## src/rtl/sram_fifo_ctrl.sv

```systemverilog
// Controller for an attached BRAM FIFO macro: runs a PRE/RST/POST reset sequence
// before allowing transfers, tracks occupancy and flags rejected push/pop requests.
module sram_fifo_ctrl #(
   parameter  int DEPTH       = 1024,
   parameter  int PRE_CYCLES  = 4,
   parameter  int RST_CYCLES  = 5,
   parameter  int POST_CYCLES = 4,
   localparam int UW          = $clog2(DEPTH + 1)
) (
   input  logic          clk_i,
   input  logic          rst_i,
   input  logic          flush_i,
   input  logic          push_i,
   input  logic          pop_i,
   output logic          fifo_rst_o,
   output logic          fifo_wren_o,
   output logic          fifo_rden_o,
   output logic          ready_o,
   output logic          full_o,
   output logic          empty_o,
   output logic [UW-1:0] usage_o,
   output logic          wr_err_o,
   output logic          rd_err_o
);

   localparam int MAX_AB = (PRE_CYCLES > RST_CYCLES) ? PRE_CYCLES : RST_CYCLES;
   localparam int MAXC   = (MAX_AB > POST_CYCLES) ? MAX_AB : POST_CYCLES;
   localparam int CW     = (MAXC > 1) ? $clog2(MAXC) : 1;

   typedef enum logic [1:0] {
      ST_PRE   = 2'd0,
      ST_RST   = 2'd1,
      ST_POST  = 2'd2,
      ST_READY = 2'd3
   } state_t;

   state_t          state_reg, state_next;
   logic [CW-1:0]   cnt_reg, cnt_next;
   logic [UW-1:0]   usage_reg, usage_next;
   logic            wr_err_reg, wr_err_next;
   logic            rd_err_reg, rd_err_next;
   logic            push_acc, pop_acc;
   logic            is_full, is_empty, is_ready;

   always_ff @(posedge clk_i) begin
      if (rst_i) begin
         state_reg  <= ST_PRE;
         cnt_reg    <= '0;
         usage_reg  <= '0;
         wr_err_reg <= 1'b0;
         rd_err_reg <= 1'b0;
      end else begin
         state_reg  <= state_next;
         cnt_reg    <= cnt_next;
         usage_reg  <= usage_next;
         wr_err_reg <= wr_err_next;
         rd_err_reg <= rd_err_next;
      end
   end

   assign is_ready = (state_reg == ST_READY);
   assign is_full  = (usage_reg == UW'(DEPTH));
   assign is_empty = (usage_reg == '0);

   // A flush or reset in the same cycle wins over any transfer.
   assign push_acc = push_i & is_ready & ~is_full  & ~flush_i & ~rst_i;
   assign pop_acc  = pop_i  & is_ready & ~is_empty & ~flush_i & ~rst_i;

   always_comb begin
      state_next = state_reg;
      cnt_next   = cnt_reg + 1'b1;
      case (state_reg)
         ST_PRE: begin
            if (flush_i) begin
               cnt_next = '0;
            end else if (cnt_reg == CW'(PRE_CYCLES - 1)) begin
               state_next = ST_RST;
               cnt_next   = '0;
            end
         end
         ST_RST: begin
            if (cnt_reg == CW'(RST_CYCLES - 1)) begin
               state_next = ST_POST;
               cnt_next   = '0;
            end
         end
         ST_POST: begin
            if (flush_i) begin
               state_next = ST_PRE;
               cnt_next   = '0;
            end else if (cnt_reg == CW'(POST_CYCLES - 1)) begin
               state_next = ST_READY;
               cnt_next   = '0;
            end
         end
         default: begin
            cnt_next = '0;
            if (flush_i) begin
               state_next = ST_PRE;
            end
         end
      endcase
   end

   always_comb begin
      usage_next = '0;
      if (is_ready && !flush_i) begin
         usage_next = usage_reg + UW'(push_acc) - UW'(pop_acc);
      end
   end

   assign wr_err_next = push_i & ~push_acc;
   assign rd_err_next = pop_i  & ~pop_acc;

   assign fifo_rst_o  = (state_reg == ST_RST);
   assign fifo_wren_o = push_acc;
   assign fifo_rden_o = pop_acc;
   assign ready_o     = is_ready;
   assign full_o      = is_full;
   assign empty_o     = is_empty;
   assign usage_o     = usage_reg;
   assign wr_err_o    = wr_err_reg;
   assign rd_err_o    = rd_err_reg;

endmodule

```

## config.mk

```make
export PLATFORM = sky130hd
export DESIGN_NAME = sram_fifo_ctrl
export DESIGN_NICKNAME = d
export VERILOG_FILES = /design/src/rtl/sram_fifo_ctrl.sv
export SDC_FILE = /design/constraint.sdc
export NUM_CORES = 1
export LEC_CHECK = 0
export BUFFER_PORTS_ARGS = -buffer_cell sky130_fd_sc_hd__buf_4
export CORE_MARGIN = 2
export CORE_UTILIZATION = 35
export DETAILED_ROUTE_END_ITERATION = 8
export PLACE_DENSITY = 0.65
export SKIP_CTS_REPAIR_TIMING = 1
export SYNTH_ARGS = -nofsm -noshare
export SYNTH_HDL_FRONTEND = slang
export SYNTH_SLANG_ARGS = --single-unit
```

## constraint.sdc

```tcl
create_clock -name clk_i -period 3.1 [get_ports clk_i]
set_clock_uncertainty 0.1 [all_clocks]
set_input_delay 0.155 -clock clk_i [delete_from_list [all_inputs] [get_ports clk_i]]
set_output_delay 0.155 -clock clk_i [all_outputs]
set_load 0.1 [all_outputs]
```

==> results of run 1 <==
path summary, 6_finish.rpt:
check / from / to / slack [ns] / depth (start not counted)
max: usage_o[8] / usage_o[10] / -0.01 / 17
min: push_i / wr_err_o / 0.01 / 3
max reg2reg: usage_o[8] / usage_o[10] / -0.01 / 17
min reg2reg: cnt_reg[0] / cnt_reg[0] / 0.37 / 1
logic make-up after synthesis:
group                      count (synthesis)
DFF                                       18
AOI/OAI and AO/OA                         26
xor gates and xnor gates                   5
and+or+nand+nor                           53
adders and majority gates                 20
buffers and inverters                     29
area by class of cell:
type | instances | share of cell area [%]
clock buffers | 4 | 2.068
inverters | 28 | 6.562
flip-flops and latches | 18 | 22.47
repair buffers | 34 | 14.69
well taps | 46 | 3.281
multi-input cells | 104 | 50.93
through the flow:
stage	setup TNS (ns)	std cells	instance area, um2	hold WS (ns)	worst slack, ns
5_1_grt	-0.2177	234	1754	0.006581	-0.1365
3_3_place_gp	0	223	1589	0.2676	0.05514
4_1_cts	-0.1057	227	1625	-0.05467	-0.07136
6_report	-0.01052	234	1754	0.009718	-0.01052
3_5_place_dp	-0.01709	223	1589	0.2685	-0.01709
2_1_floorplan	-2.547	151	1334	0.1241	-0.5546
routing by layer:
| layer | GRT usage [%] | vias to the layer above | wire length (um) |
|---|---|---|---|
| met4 | 2.446 | 0 | 23 |
| li1 | - | 574 | - |
| met3 | 3.750 | 2 | 107 |
| met1 | 15.70 | 514 | 1078 |
| met2 | 25.53 | 16 | 1432 |
| met5 | 0 | - | 0 |
worst min-delay path: cells and delay by family:
kind	cells	cell delay (ns)
AO/OA/AOI/OAI	1	0.04
buffers and inverters	1	0.11
AND/OR/NAND/NOR	1	0.06
synth_stat cells (all sizes together):
cell | instances | area [um2]
fa | 1 | 20.02
nor3 | 5 | 35.03
and3 | 3 | 18.77
xor2 | 2 | 17.52
nor2 | 15 | 58.81
inv | 28 | 105.1
o21bai | 3 | 22.52
nor2b | 5 | 31.28
a311oi | 1 | 8.760
o211ai | 1 | 7.510
buf | 1 | 5.000
and2 | 3 | 21.27
nand2b | 4 | 25.02
and2b | 1 | 10.01
a221oi | 3 | 38.79
nor3b | 3 | 27.52
or3 | 2 | 12.51
dfxtp | 18 | 360.4
o21ai | 4 | 20.02
ha | 19 | 237.7
nor4 | 2 | 12.51
o31a | 1 | 8.760
nand2 | 10 | 37.54
a221o | 1 | 10.01
xnor2 | 3 | 26.28
a21oi | 9 | 45.04
a21o | 3 | 22.52
power by group:
part	internal (W)	switching (W)	total, W
registers	0.000227	0.00000142	0.000228
logic	0.00000951	0.0000179	0.0000274
clock network	0.0000716	0.0000762	0.000148
==> run_results.csv, run 1 <==
group,metric,value,unit
drt,drc,0,
timing,fin_crit_sh,100.3,%
drt,via_count,1106,
timing,finalWorstSetupSlack,-0.01052,ns
critical_path,worstPathCellList,"inv_4 > ha_4 > nand2_4 > nor4_4 > nor2b_4 > nor2_2 > and2_4 > ha_4 > inv_4 > ha_4 > inv_2 > fa_2 > nand2b_4 > a221oi_4 > o211ai_1 > and3_1 > nor3_2",
drt,drtPass1Iterations,4,
global_route,grt_start_max_net_pins,11,
drt,viasPerCell,4.726,
floorplanning,start_util,36.77,%
global_route,overflow,0,
critical_path,endpoint_kind,"flop",
power_and_ir_drop,ir_worst_vdd,0.0001410,V
floorplanning,die_area,4054,um2
floorplanning,ioPinCount,24,
cts,cts_sinks,18,
finish,mostFrequentLayoutCell,"buf_4",
drt,final_antenna_net_count,0,
critical_path,critical_path.slowest_cell,"dfxtp_4",
floorplanning,die_h,63.67,um
floorplanning,num_rows,21,
timing,setup_viol_count_final,1,
global_route,antenna_found_initial,0,
timing,rsz0062_at_grt,"true",
floorplanning,dieWidth,63.67,um
critical_path,worst-path-buf-inv,3,
yosys,avgSynthCellArea,8.253,um2
finish,fill_cells,331,
critical_path,worstSetupStartpointType,"flop",
cts,cts_tree,"done",
placement,hpwl,2059,um
yosys,syn_area,1246,um2
finish,layout_common_cells,"buf_4, inv_1, nor2_1, ha_1",
global_route,grt_usage,13.75,%
finish,largest_register_ffs,11,
critical_path,path_class,"reg -> reg",
critical_path,arrival,3.23,ns
global_route,first_global_vias,1057,
cts,cts_root_buf,"clkbuf_4",
finish,layout-drive-gt1-share,40.96,%
finish,multi_input_area,893.4,um2
yosys,synth_compound_area_share,14.76,%
critical_path,path_delay_family,"simple AND/OR/NAND/NOR gates",
cts,cts.clk_slew.worst_paths,0.12,ns
critical_path,critPathMaxFanout,3,
power_and_ir_drop,powerDensity,230.0,nW/um2
yosys,yosys.area_share.adder,20.68,%
critical_path,worstPathRequired,3.22,ns
yosys,synthDistinctLibCells,33,
yosys,synthCells,151,
drt,wl,2641,um
cts,htree_levels,1,
power_and_ir_drop,p_leak,0.7834,nW
placement,port_buffers,23,
global_route,grt_pass1_wl,4485,um
yosys,synth_xor_area_share,3.514,%
finish,utilization,51.75,%
timing,tightest_slew,0.2789,ns
finish,area_growth,40.76,%
timing,period_needed,3.111,ns
finish,seq_area,394.1,um2
yosys,ys_ff_latch,18,
drt,routedWlPerCell,11.29,um
yosys,yosys.area_share.simple,23.29,%
flow_run,drv_cap,0,
placement,routabilityCongestion,0.8792,
cts,clk_path_buf_depth,2,
finish,fin_nets,214,
yosys,synth_top_family_by_area,"simple AND/OR/NAND/NOR gates",
yosys,syn_nets,176,
power_and_ir_drop,power,0.0004035,W
yosys,synth.yosys.seq_area_share,28.92,%
timing,fmax,321.5,MHz
critical_path,max_stage_delay,0.38,ns
cts,cts_buffers,3,
outcome,violations,"negative setup slack",
yosys,yosysWarnings,0,
timing,hold_viol_final,0,
critical_path,crit_top_cell,"ha_4",
timing,slew_headroom,81.41,%
worst_hold_path,hp-class,"in -> reg",
floorplanning,coreArea,3390,um2
outcome,status,"finished with violations",
drt,drtIter0Drc,55,
timing,slew_viol_final,0,
yosys,synth_mux_area_share,0,%
finish,num_antenna_cells,0,
cts,clk_latency,0.30,ns
(Power assumes the default switching activity.)
==> run 2, diff against run 1 <==
- CORE_ASPECT_RATIO: default -> 1.1
==> run 2 against run 1 <==
The flow now finishes without violations. Global-route usage up 1.3 points. Clock-buffer cell count down 1. Sequential share of layout area grew 0.27 points. Core utilization decreased by 0.39 points. Sequential power hardly changed. Cell area decreased by 0.86%. Critical endpoint is now usage_o[8]. Highest routed layer unchanged.
==> run_results.csv, run 2 (synthesized netlist as in run 1, its figures left out) <==
group,metric,value,unit
floorplanning,die_h,66.58,um
cts,clk_latency,0.29,ns
worst_hold_path,hp-class,"in -> reg",
cts,clk_path_buf_depth,2,
timing,slew_headroom,71.43,%
power_and_ir_drop,p_leak,0.7656,nW
critical_path,worstPathCellList,"inv_4 > ha_4 > nand2_4 > nor4_4 > nor2b_4 > nor2_2 > and2_4 > ha_4 > inv_4 > ha_4 > inv_2 > fa_2 > nand2b_4 > a221oi_4 > buf_4 > o21ai_2 > and3_4 > nor3_2",
global_route,antenna_found_initial,0,
power_and_ir_drop,combPwrFrac,7.6,%
timing,tightest_slew,0.4285,ns
power_and_ir_drop,ir_worst_vdd,0.0001514,V
placement,routabilityCongestion,0.8319,
power_and_ir_drop,p_sw_share,25.36,%
drt,wl,2722,um
timing,setup_viol_count_final,0,
drt,viasPerCell,4.726,
timing,fin_crit_sh,98.91,%
power_and_ir_drop,pwr-share-clk,32.4,%
timing,slew_viol_final,0,
drt,drtIter0Drc,15,
timing,hold_viol_final,0,
floorplanning,coreArea,3386,um2
cts,htree_levels,1,
power_and_ir_drop,powerDensity,218.9,nW/um2
finish,area_growth,39.56,%
cts,cts_sinks,18,
floorplanning,num_rows,22,
critical_path,critPathMaxFanout,3,
cts,cts_buffers,3,
critical_path,reg2reg_depth,18,
floorplanning,die_area,4054,um2
global_route,overflow,0,
critical_path,max_stage_delay,0.37,ns
critical_path,crit_top_cell,"ha_4",
finish,fin_area,1739,um2
global_route,grt_pass1_wl,4581,um
finish,num_antenna_cells,0,
drt,routedWlPerCell,11.63,um
timing,rsz0062_at_grt,"true",
timing,holdWs,0.03360,ns
power_and_ir_drop,switchingPower,0.00009656,W
critical_path,worstSetupStartpointType,"flop",
placement,placed_area,1584,um2
worst_hold_path,hold_depth,3,
critical_path,path_class,"reg -> reg",
floorplanning,start_util,36.81,%
critical_path,critical_path.slowest_cell,"dfxtp_4",
finish,layout_common_cells,"buf_4, inv_1, ha_1, nor2_1, nand2_1",
floorplanning,dieWidth,60.90,um
cts,cts.clk_slew.worst_paths,0.11,ns
floorplanning,ioPinCount,24,
timing,fmax,326.1,MHz
finish,largest_register_ffs,11,
placement,port_buffers,23,
global_route,grt_start_max_net_pins,11,
cts,cts_tree,"done",
power_and_ir_drop,seq_power_share,60.0,%
drt,via_count,1106,
flow_run,drv_cap,0,
power_and_ir_drop,p_int,0.0002842,W
cts,cts_root_buf,"clkbuf_4",
drt,drc,0,
critical_path,arrival,3.19,ns
drt,drtPass1Iterations,4,
drt,final_antenna_net_count,0,
global_route,first_global_vias,1076,
outcome,status,"finished, final reports clean",
finish,mostFrequentLayoutCell,"buf_4",
finish,layout-drive-gt1-share,41.94,%
finish,fin_nets,212,
timing,period_needed,3.066,ns
power_and_ir_drop,power,0.0003807,W
critical_path,worstPathRequired,3.22,ns
global_route,grt_usage,15.05,%
placement,hpwl,2240,um
critical_path,endpoint_kind,"flop",
==> run 2: routing by layer <==
metal	wire length (um)	global-route usage, %	vias up
met5	0	0	-
met4	53	5.435	0
met3	81	2.330	6
met2	1377	26.21	21
met1	1210	18.28	510
li1	-	-	569
==> run 2: through the flow <==
step	setup TNS, ns	utilization (%)	std cells	setup WS [ns]
floorplan	-2.547	-	151	-0.5546
global placement	0	46.78	224	0.05387
detailed placement	-0.02675	46.78	224	-0.02108
CTS	-0.08831	47.56	228	-0.04747
global route	-0.3189	51.37	234	-0.1356
finish	0	51.37	234	0.03364
==> run 2: cell type report <==
class | instances | area (um2)
clock buffers | 3 | 22.52
clock inverters | 1 | 3.754
fillers | 341 | 1647
inverters | 28 | 115.1
multi-input cells | 104 | 897.1
flip-flops and latches | 18 | 395.4
well taps | 48 | 60.06
repair buffers | 32 | 245.2
==> run 2: power groups by stage <==
stage	registers (W)	logic [W]	clock network, W
3_5_place_dp	0.000234	0.0000267	0
5_1_grt	0.000229	0.0000307	0.000147
3_3_place_gp	0.000234	0.0000264	0
6_report	0.000228	0.0000288	0.000123
4_1_cts	0.000229	0.0000268	0.000132
2_1_floorplan	0.000244	0.00000696	0
==> run 2: path summary, 6_finish.rpt <==
| kind | from | endpoint | slack, ns |
|---|---|---|---|
| setup reg to reg | usage_o[6] | usage_o[8] | 0.03 |
| hold reg to reg | cnt_reg[0] | cnt_reg[0] | 0.37 |
| setup / recovery | usage_o[6] | usage_o[8] | 0.03 |
| hold / removal | rst_i | wr_err_o | 0.03 |
==> run 2: critical path, delay by kind of cell (launching register included) <==
family / cells / cell delay [ns]
AOI/OAI and AO/OA: 2 / 0.29
adders and majority gates: 4 / 0.81
buffers and inverters: 4 / 0.30
DFF: 1 / 0.37
and+or+nand+nor: 8 / 1.10
==> run 3, diff against run 2 <==
- ABC_AREA: default -> 1
- PLACE_DENSITY: 0.65 -> 0.64
- TNS_END_PERCENT: default -> 1
==> run 3 against run 2 <==
Die area rose by 7.2%. Largest power group unchanged. Synthesized cell count rose by 32%. Sequential cell count did not move. Non-clock buffer count fell by 6. Sequential power barely moved. Highest routed layer unchanged. Cell count rose by 19%. Critical path depth rose by 2. Clock power rose by 68%.
==> run_results.csv, run 3 <==
group,metric,value,unit
power_and_ir_drop,p_sw_share,24.80,%
critical_path,regToRegStartpoint,"usage_o[2]",
global_route,first_global_vias,1239,
yosys,synthArstFlopShare,0,%
finish,fill_cells,382,
drt,drc,0,
cts,cts_tree,"done",
critical_path,endpoint_kind,"flop",
critical_path,max_stage_delay,0.35,ns
critical_path,worstSetupStartpointType,"flop",
drt,drtIter0Drc,50,
finish,area_growth,28.61,%
floorplanning,die_h,68.96,um
yosys,syn_nets,225,
timing,tns,0,ns
critical_path,worstPathRequired,3.17,ns
floorplanning,ioPinCount,24,
drt,viasPerCell,4.462,
yosys,yosysTopAreaCellShare,26.84,%
global_route,grt_start_max_net_pins,11,
timing,hold_viol_final,0,
placement,placed_area,1643,um2
drt,final_antenna_net_count,0,
finish,fin_area,1727,um2
timing,finalWorstSetupSlack,0.2806,ns
yosys,avgSynthCellArea,6.713,um2
yosys,syn_area,1343,um2
floorplanning,start_util,36.73,%
power_and_ir_drop,switchingPower,0.0001150,W
cts,cts_root_buf,"clkbuf_8",
placement,port_buffers,23,
finish,largest_register_ffs,11,
yosys,yosys.area.top_type,"dfxtp_1",
power_and_ir_drop,powerDensity,268.6,nW/um2
floorplanning,die_area,4348,um2
timing,fin_crit_sh,90.95,%
finish,layout-drive-gt1-share,32.31,%
power_and_ir_drop,p_int,0.0003488,W
drt,drtPass1Iterations,4,
floorplanning,dieWidth,63.05,um
critical_path,path_class,"reg -> reg",
power_and_ir_drop,ir_worst_vdd,0.0001071,V
cts,cts_sinks,18,
cts,cts_buffers,3,
placement,pre_cts_slack,0.2155,ns
cts,clk_path_buf_depth,2,
floorplanning,coreArea,3655,um2
yosys,ys_ff_latch,18,
yosys,ys.flop_type,"dfxtp_1",
timing,fmax,354.7,MHz
yosys,synth_edf_count,0,
timing,slew_headroom,80.68,%
drt,routedWlPerCell,10.41,um
worst_hold_path,hold_start,"push_i",
yosys,synthDistinctLibCells,21,
global_route,grt_pass1_wl,5154,um
critical_path,critical_path.slowest_cell,"dfxtp_4",
cts,cts.clk_slew.worst_paths,0.08,ns
timing,slew_viol_final,0,
yosys,synth_area_leaders,"dfxtp_1, ha_1, inv_1",
outcome,status,"finished, final reports clean",
power_and_ir_drop,power,0.0004638,W
finish,fin_nets,255,
placement,hpwl,2418,um
timing,tightest_slew,0.2867,ns
yosys,yosysWarnings,0,
flow_run,drv_cap,0,
global_route,grt_usage,15.43,%
drt,via_count,1245,
placement,routabilityCongestion,0.8256,
power_and_ir_drop,p_leak,0.8325,nW
critical_path,startpoint,"usage_o[2]",
timing,setup_viol_count_final,0,
power_and_ir_drop,combPwrFrac,6.5,%
yosys,synth_most_common_cell,"inv_1",
global_route,overflow,0,
critical_path,critPathMaxFanout,3,
drt,wl,2905,um
global_route,antenna_found_initial,0,
finish,num_antenna_cells,0,
worst_hold_path,hp-class,"in -> reg",
timing,rsz0062_at_grt,"false",
critical_path,worstPathCellList,"inv_2 > ha_2 > nand4_1 > nor2_1 > nand2_1 > clkinvlp_4 > nor2_4 > ha_1 > inv_1 > ha_2 > inv_2 > fa_2 > inv_2 > nand2_1 > nand2_2 > nand3_1 > nand2_2 > nand2_2 > a21oi_2 > nor2_1",
power_and_ir_drop,pwr-share-clk,44.5,%
yosys,synth_common_cells,"inv_1, nand2_1, nor2_1",
timing,period_needed,2.819,ns
cts,clk_latency,0.26,ns
timing,holdWs,0.03646,ns
yosys,synth.yosys.seq_area_share,26.84,%
power_and_ir_drop,seq_power_share,48.9,%
yosys,synthCells,200,
floorplanning,num_rows,23,
finish,layout_common_cells,"nor2_1, nand2_1, inv_1, buf_4, ha_1",
cts,htree_levels,1,
critical_path,arrival,2.89,ns
==> run 3: cell count changes in the layout (fill, tap and decap cells not counted), moves of 8 or more <==
cell / change
inv_1: +14
nor2_1: +22
nand2_1: +26
nand3_1: +8
==> run 3: critical path: cells and delay by family, from the launching register on <==
kind / cells / cell delay [ns]
buffers and inverters: 5 / 0.31
and+or+nand+nor: 10 / 0.91
AOI/OAI and AO/OA: 1 / 0.13
adders and majority gates: 4 / 0.92
DFF: 1 / 0.35
==> run 3: path summary, 6_finish.rpt <==
path	depth (start not counted)	endpoint	slack, ns
worst max-delay path	20	usage_o[10]	0.28
worst min-delay path	3	wr_err_o	0.04
worst max register to register	20	usage_o[10]	0.28
worst min register to register	2	state_reg[1]	0.44
==> run 3: area by class of cell <==
class                   instances  area [um2]  area share, %
clock buffers                   4       55.05          3.188
multi-input cells             137       845.8          48.99
inverters                      44       168.9          9.783
repair buffers                 26       197.7          11.45
flip-flops and latches         18       396.6          22.97
well taps                      50       62.56          3.623
==> run 3: layer usage <==
layer,wire length (um),vias up,global-route usage (%)
met3,85,5,1.948
met5,0,-,0
met1,1279,552,17.01
met2,1473,21,29.39
met4,68,0,8.333
li1,-,667,-
==> run 3: kinds of logic after synthesis <==
kind of cell	count (synthesis)	synth area share [%]
AO/OA/AOI/OAI	23	9.786
XOR/XNOR	1	0.6525
adder cells (fa/ha/maj)	20	19.20
buffers and inverters	45	13.14
flip-flops	18	26.84
AND/OR/NAND/NOR	93	30.38
==> run 3: stage by stage <==
stage / util [%] / std cells
after global routing: 47.24 / 279
after CTS: 46.46 / 277
after global placement: 44.95 / 273
final: 47.24 / 279
after detailed placement: 44.95 / 273
after floorplan: - / 200
==> run 3: power groups by stage <==
stage          Clock (W)  Sequential (W)  Combinational, W
2_1_floorplan          0        0.000243        0.00000895
3_3_place_gp           0        0.000233         0.0000294
3_5_place_dp           0        0.000233         0.0000295
4_1_cts         0.000214        0.000227         0.0000296
5_1_grt         0.000217        0.000227         0.0000329
6_report        0.000207        0.000227         0.0000303
